**config.mk**
```make
export PLATFORM = sky130hd
export DESIGN_NAME = bp_flush_ctrl
export DESIGN_NICKNAME = d
export VERILOG_FILES = /design/src/rtl/bp_flush_ctrl_pkg.sv /design/src/rtl/bp_flush_ctrl.sv
export SDC_FILE = /design/constraint.sdc
export NUM_CORES = 1
export LEC_CHECK = 0
export CAP_MARGIN = 25
export CORE_AREA = 5 5 49 51
export DETAILED_ROUTE_END_ITERATION = 10
export DIE_AREA = 0 0 54 56
export PLACE_DENSITY = 0.74
export SYNTH_ARGS = -nofsm -noshare
export SYNTH_HDL_FRONTEND = slang
export SYNTH_SLANG_ARGS = --single-unit
```
**constraint.sdc**
```tcl
create_clock -name clk -period 1.6 [get_ports clk]
set_input_delay 0.32 -clock clk [delete_from_list [all_inputs] [get_ports clk]]
set_output_delay 0.32 -clock clk [all_outputs]
set_load 0.01 [all_outputs]
```
**src/rtl/bp_flush_ctrl_pkg.sv**
```systemverilog
// Shared types for the branch-predictor flush controller: FSM state encoding.
package bp_flush_ctrl_pkg;

  localparam logic [0:0] ST_IDLE  = 1'b0;
  localparam logic [0:0] ST_FLUSH = 1'b1;

  typedef enum logic [0:0] {
    IDLE  = ST_IDLE,
    FLUSH = ST_FLUSH
  } bp_flush_state_t;

endpackage

```
**src/rtl/bp_flush_ctrl.sv**
```systemverilog
// Branch-table flush controller: sweeps every line of all ways with clear writes, otherwise passes updates.
// Optional macro BP_FLUSH_AUTO_INIT_EN: run one full flush automatically on the first clock after reset release.
module bp_flush_ctrl
  import bp_flush_ctrl_pkg::*;
#(
  parameter int ENTRIES = 512,  // power of two, >= 2
  parameter int WAYS    = 2,    // 1..8
  localparam int AW     = $clog2(ENTRIES)
) (
  input  logic            clk,
  input  logic            rst,
  input  logic            flush_req,
  input  logic            upd_valid,
  input  logic [WAYS-1:0] upd_way,
  input  logic [AW-1:0]   upd_addr,
  output logic [WAYS-1:0] wr_en,
  output logic [AW-1:0]   wr_addr,
  output logic            wr_clear,
  output logic            upd_dropped,
  output logic            predict_block,
  output logic            flush_busy,
  output logic            flush_done
);

  localparam logic [AW-1:0] LAST = AW'(ENTRIES - 1);

  bp_flush_state_t state_q, state_d;
  logic [AW-1:0]   cnt_q, cnt_d;
  logic            pend_q, pend_d;
  logic            start;

`ifdef BP_FLUSH_AUTO_INIT_EN
  logic init_q, init_d;
  assign start  = flush_req | init_q;
  assign init_d = 1'b0;
`else
  assign start = flush_req;
`endif

  // NOTE: every signal assigned here gets a default first so no path leaves it unassigned (no latch).
  always_comb begin
    state_d     = state_q;
    cnt_d       = cnt_q;
    pend_d      = pend_q;
    wr_en       = '0;
    wr_addr     = '0;
    wr_clear    = 1'b0;
    upd_dropped = 1'b0;
    flush_done  = 1'b0;

    case (state_q)
      IDLE: begin
        if (upd_valid && (|upd_way)) begin
          wr_en   = upd_way;
          wr_addr = upd_addr;
        end
        if (start) begin
          state_d = FLUSH;
          cnt_d   = '0;
        end
      end
      FLUSH: begin
        // The clear write owns the RAM port; a concurrent update is discarded.
        wr_en       = '1;
        wr_addr     = cnt_q;
        wr_clear    = 1'b1;
        upd_dropped = upd_valid;
        cnt_d       = cnt_q + AW'(1);
        if (cnt_q == LAST) begin
          flush_done = 1'b1;
          pend_d     = 1'b0;
          if (!(pend_q || flush_req)) state_d = IDLE;
        end else if (flush_req) begin
          pend_d = 1'b1;
        end
      end
      default: state_d = IDLE;
    endcase

    // Outputs are forced quiet for as long as reset is held, not just at the edge.
    if (!rst) begin
      wr_en       = '0;
      wr_addr     = '0;
      wr_clear    = 1'b0;
      upd_dropped = 1'b0;
      flush_done  = 1'b0;
    end
  end

  assign flush_busy    = rst && (state_q == FLUSH);
  assign predict_block = flush_busy;

  // NOTE: state registers use non-blocking assignments so all of them sample the same pre-edge values.
  always_ff @(posedge clk or negedge rst) begin
    if (!rst) begin
      state_q <= IDLE;
      cnt_q   <= '0;
      pend_q  <= 1'b0;
    end else begin
      state_q <= state_d;
      cnt_q   <= cnt_d;
      pend_q  <= pend_d;
    end
  end

`ifdef BP_FLUSH_AUTO_INIT_EN
  always_ff @(posedge clk or negedge rst) begin
    if (!rst) init_q <= 1'b1;
    else      init_q <= init_d;
  end
`endif

endmodule

```
==> results of run 1 <==
-- metal layers --
| metal | vias up | GRT usage [%] | routed length [µm] |
|---|---|---|---|
| li1 | 395 | - | - |
| met1 | 368 | 18.9 | 968 |
| met2 | 30 | 25.3 | 1060 |
| met3 | 4 | 3.49 | 175 |
| met4 | 0 | 7.47 | 36 |
| met5 | - | 0 | 0 |
-- power by group --
part           internal [mW]  leakage (nW)  total [mW]  switching [mW]
Sequential             0.376         0.120       0.431          0.0559
Clock                 0.0966        0.0150       0.189          0.0928
Combinational          0.440         0.419       0.799           0.359
-- worst min-delay path by stage --
stage               cells past startpoint    from  slack [ps]  endpoint
floorplan                               0     rst          20  cnt_q[0]
global placement                        2  pend_q         500    pend_q
detailed placement                      2  pend_q         520    pend_q
global route                            2     rst         160  cnt_q[7]
finish                                  2     rst         170  cnt_q[8]
CTS                                     2     rst         150    pend_q
-- placed cells by master, fill, tap and decap left out, types with 2 or more instances in the layout --
master / n
buf_4: 20
buf_6: 10
dfrtp_1: 10
clkdlybuf4s50_1: 10
a22o_1: 8
buf_2: 8
nand2_1: 6
nand2b_1: 4
o21ai_0: 4
dlygate4sd2_1: 4
nor2b_1: 3
o211ai_1: 3
a21oi_1: 3
clkbuf_4: 3
clkdlybuf4s15_1: 3
nor2_4: 2
nand3_2: 2
nor2_2: 2
a21o_1: 2
nand3_1: 2
o31ai_1: 2
ha_2: 2
-- final cells by class --
| cell class | instances | area [µm²] | area share [%] |
|---|---|---|---|
| clock buffer | 4 | 26.3 | 2.06 |
| multi-input combinational | 60 | 464 | 36.4 |
| sequential | 11 | 277 | 21.7 |
| tap | 27 | 33.8 | 2.65 |
| timing repair buffer | 56 | 473 | 37.1 |
-- state kept, by name, summed over array words and instances, names as in the netlist --
signal and flops:
pend_q 1, cnt_q 9, state_q 1
-- repair_timing --
action / CTS / global route
pin swaps: 17 / 7
resized for setup: 71 / 11
setup buffers: 5 / 2
gates cloned: 3 / 0
setup endpoints to repair: 16 / 16
-- per-stage QoR --
stage	cell area [µm²]	hold WS, ps	instances	setup WS (ps)	setup TNS (ps)
finish	1270	168	158	-149	-705
global route	1270	160	158	-248	-1210
CTS	1220	147	156	-191	-743
detailed placement	1160	519	144	-568	-8390
global placement	1160	504	144	-546	-7960
floorplan	739	24.4	75	141	0
-- logic make-up after synthesis --
| logic type | after synthesis | synth area share [%] |
|---|---|---|
| and+or+nand+nor | 29 | 25.2 |
| AOI/OAI and AO/OA | 26 | 25.7 |
| DFF | 11 | 37.2 |
| buffers and inverters | 5 | 5.75 |
| adders and majority gates | 2 | 3.38 |
| xor gates and xnor gates | 1 | 1.18 |
| muxes | 1 | 1.52 |
==> impl_results.md, run 1 <==
* Hold crit path type: input pin to asynchronous set/reset pin
* # IOs at 31
* Buffers on Ports at 30
* Crit start category: flip-flop
* Mapped cell area at 739 µm²
* Root Buffer: clkbuf_4
* Post-route clock period utilization at 109%
* First-pass GRT wire length at between 3000 and 4000 µm
* 1st-pass router iterations at 4
* Number of antenna violations at the first check in global routing at 0
* Tot Pwr at 1.42 mW
* Antenna cell count at 0
* Worst-path maximum fanout at 3
* Nets at around 150
* Clock Tree Buf Depth at 2
* Hold_buf cts at 0
* Clock-pin slew on the worst setup and hold paths at 70 ps
* Largest area contributor in the netlist: dfrtp_1
* Leak at between 0.5 and 0.6 nW
* R2R cell count at 7
* Die ar. at ~3000 µm²
* Residual DRC at 0
* Critical-path cell list: ha_2, nand3_2, nor2_2, ha_2, and3_4, buf_6
* Clock latency at the later pin of the worst-skew pair at between 200 and 300 ps
* Yosys warnings at 0
* WS Path Type: flip-flop to primary output
* Worst endpoint required time at between 1000 and 1500 ps
* Largest cells by area after synthesis: dfrtp_1 37%, a22o_1 9.5%, ha_1 3.4%, nand2b_1 3.4%, buf_6 3.0%
* Most instantiated library cell after synthesis: dfrtp_1
* Most frequent cells after synthesis: 11 x dfrtp_1, 8 x a22o_1, 6 x nand2_1
* WP depth at 6
* Reg2reg start: cnt_q[0]
* Netlist cell types at 31
* CP peak stage delay at 360 ps
* CTS tree: yes
* # H-tree levels at 1
* Detailed-route wire length at 2240 µm
* Share of the synthesized area in the top cell type at 37.2%
* Fillcell total at 147
* Core Box Area at 1900 µm²
* Outcome: complete, but fails checks
* Vias in the first global route at between 700 and 800
* Number of vias per cell at roughly 5
* Delay-heaviest family, CP: adder cells
* Register bit total from synthesis at 11
* Number of antenna-violating nets in the routed design at 0
* Clk sinks at 11
* Final core utilization at 67.0%
* Data arrival, critical path at 1430 ps
* Initial Utilization at 38.9%
* DP HPWL at 1540 µm
* Worst path most repeated cell: ha_2
* Reg-to-Reg End: cnt_q[4]
* Layout area overhead at 72.3%
* Bufs and invs on worst path at 1
* Crit-path slowest cell: dfrtp_1
* Worst setup startpoint: cnt_q[1]
* Cells after Synth at 75
* Die W at 54 µm
* Post-synth top flop: dfrtp_1
* Post-synth ARST share at 100%
* Maxcap violations at 0
* FMAX at 572 MHz
* Worst VDD drop at 0.553 mV
* Endpoints failing hold at 0
* TritonCTS Buffers at 3
* RSZ-0062 raised after global routing: true
* GRT overflow at 0
* Final Setup Violations at 10
* Final setup margin at -149 ps
* Pwr per Cell Area at 1110 nW/µm²
* Skew final at between 0.4 and 0.5 ps
* Register area share after synthesis at 37.2%
* Pin count of the biggest net entering global routing at 16
* Failing checks: setup timing
* Slew Limit Fails at 0
* CP Capture Type: primary output
* Worst Tran Pin Value at 193 ps
* Syn Area/Cell at a little under 10 µm²
* Layout cells sized above 1 at 45.0%
* DR vias at between 700 and 800
* Slew headroom at 87.0%
* Number of flops mapped to enable cells by yosys at 0
* Min Tclk post-route at 1750 ps
* GRT Total Usage at 15.6%
* Routability cong. at 0.737
* Critical Path Sink: flush_done
* R2r setup slk at 230 ps
* Initial drt markers at 12
* # rows at 16
* Die Span Y at between 50 and 60 µm
* WL per Instance at 14.2 µm
* Syn Nets at approximately 90
(Power assumes the default switching activity.)
==> run 2: changes to the inputs <==
CTS_CLUSTER_DIAMETER = 30   (was unset)
REMOVE_ABC_BUFFERS = 1   (was unset)
TNS_END_PERCENT = 30   (was unset)
==> run 2 against run 1 <==
Net effect:
- the run still ends with setup timing left
- sequential cell count unchanged
- core utilization down 2.0 points
- first-iteration DRC count down 50%
- combinational power down 6.3%
- clock-buffer cell count unchanged
- routed wire length up 3.4%
- critical path depth unchanged
- critical endpoint unchanged
- largest cell class is now multi-input gates
- highest routed layer unchanged
==> impl_results.md, run 2 (synthesized netlist as in run 1, its figures left out) <==
* Largest register FFs at 9 (unchanged)
* Regs by FF count: cnt_q x9, pend_q x1, state_q x1
* 1st-pass router iterations at 4 (unchanged)
* Die Span Y at 56 µm (unchanged)
* Min Tclk post-route at 1740 ps (-8.61 ps)
* CTS tree: yes
* Initial Utilization at 38.9% (unchanged)
* Final instance area at 1240 µm² (-2.9%)
* Routability cong. at 0.752 (+2.0%)
* Clock-pin slew on the worst setup and hold paths at 70 ps (about the same)
* Tot Pwr at 1.37 mW (-3.4%)
* Slew headroom at 80.7% (-6.3 points)
* Multi-input logic area at 460 µm² (-0.81%)
* Leak at 0.541 nW (-2.3%)
* WS Path Type: flip-flop to primary output
* Detailed-route wire length at 2320 µm (+3.4%)
* Crit start category: flip-flop
* GRT overflow at 0 (unchanged)
* Antenna cell count at 0 (unchanged)
* Final setup margin at -141 ps (+8.61 ps)
* Nets at 147 (-1.3%)
* Worst endpoint required time at 1280 ps (about the same)
* Maxcap violations at 0 (unchanged)
* Initial drt markers at 6 (-6)
* Residual DRC at 0 (unchanged)
* Layout area overhead at 67.2%
* RSZ-0062 raised after global routing: true
* Clock Tree Buf Depth at 2 (unchanged)
* Slew Limit Fails at 0 (unchanged)
* Endpoints failing hold at 0 (unchanged)
* Number of antenna violations at the first check in global routing at 0 (unchanged)
* Worst Tran Pin Value at 289 ps (+95.9 ps)
* Worst-path maximum fanout at 2 (-1)
* Vias in the first global route at 836 (+13%)
* Root Buffer: clkbuf_4
* Number of vias per cell at 5.19 (+2.8%)
* Largest reg by FF count: cnt_q
* Post-Layout Cell Count at 156 (-1.3%)
* Data arrival, critical path at 1420 ps (about the same)
* Buffers on Ports at 30 (unchanged)
* Clock latency at the later pin of the worst-skew pair at 270 ps (about the same)
* TritonCTS Buffers at 3 (unchanged)
* Die ar. at 3020 µm² (unchanged)
* Fillcell total at 165 (+12%)
* Placed Cells at 142 (-1.4%)
* Worst VDD drop at 0.873 mV (+58%)
* Outcome: complete, but fails checks
* Post-place instance area at 1140 µm² (-1.3%)
* Setup TNS at -603 ps (+103 ps)
* # IOs at 31 (unchanged)
* Final Setup Violations at 9 (-1)
* Storage cell area at 277 µm² (unchanged)
* Core Box Area at 1900 µm² (unchanged)
* Failing checks: setup timing
* First-pass GRT wire length at 3630 µm (+2.5%)
* Die W at 54 µm (unchanged)
* Most frequent cells in the layout: 20 x buf_4, 10 x dfrtp_1, 10 x clkdlybuf4s50_1
* DP HPWL at 1620 µm (+5.2%)
* # rows at 16 (unchanged)
* GRT Total Usage at 16.3% (+0.64 points)
* # H-tree levels at 1 (unchanged)
* Clk sinks at 11 (unchanged)
* CP Capture Type: primary output
* Pwr per Cell Area at 1110 nW/µm² (-0.48%)
* DR vias at 809 (+1.5%)
* Layout cells sized above 1 at 45.0% (-0.077 points)
* Skew final at 2.01 ps (+1.60 ps)
* Hold crit path type: input pin to asynchronous set/reset pin
* Final core utilization at 65.0% (-2.0 points)
* WL per Instance at 14.9 µm (+4.8%)
* Commonest non-fill, non-tap cell in the layout: buf_4
* FMAX at 574 MHz (+0.49%)
* Number of antenna-violating nets in the routed design at 0 (unchanged)
* R2r setup slk at 190 ps (-40 ps)
* Post-route clock period utilization at 109% (-0.54 points)
* Pin count of the biggest net entering global routing at 19 (+3)
==> run 2: changes by cell type in the layout (fill, tap and decap cells not counted), sizes merged <==
cell           change
dlygate4sd2        -4
buf                -3
clkdlybuf4s15      +3
clkbuf             +2
==> run 2: worst paths after layout <==
kind                            startpoint    endpoint  depth (start not counted)
worst max-delay path              cnt_q[1]  flush_done                          6
worst min-delay path                   rst      pend_q                          2
worst max register to register    cnt_q[1]     state_q                          8
worst min register to register      pend_q      pend_q                          2
max in group asynchronous              rst     state_q                          2
min in group clk                    pend_q      pend_q                          2
==> run 2: final cells by class <==
class	count	area share [%]
clock buffer	4	2.13
multi-input combinational	60	37.2
sequential	11	22.4
tap	27	2.73
timing repair buffer	54	35.5
==> run 2: timing repair <==
item                       CTS  global route
cloned                       1             0
setup endpoints to repair   16            15
pin swaps                   10             7
hold buffers                 0             0
resized for setup           68            14
setup buffers                9             0
==> run 2: report_power, final <==
group | total (mW) | switching, mW | internal, mW
logic | 0.749 | 0.357 | 0.392
clock network | 0.187 | 0.0909 | 0.0965
registers | 0.435 | 0.0590 | 0.376
total | 1.37 | 0.507 | 0.864
==> run 2: metal layers <==
layer,wire length (µm),vias up,global-route usage [%]
met4,38,0,7.47
met5,0,-,0
met3,155,4,2.95
met2,1230,27,29.2
li1,-,394,-
met1,898,384,17.4
==> run 2: critical path, stage by stage, from the launching register on <==
cell and delay [ps]:
dfrtp_1 370, ha_2 200, nand3_2 60, nor2_2 80, ha_2 180, and3_4 170, buf_6 90
==> run 2: metrics by stage <==
step                setup slack (ps)  hold slack, ps
finish                          -141            58.8
global route                    -231            67.7
CTS                             -165             141
detailed placement              -683             514
global placement                -647             498
floorplan                       -161            24.4
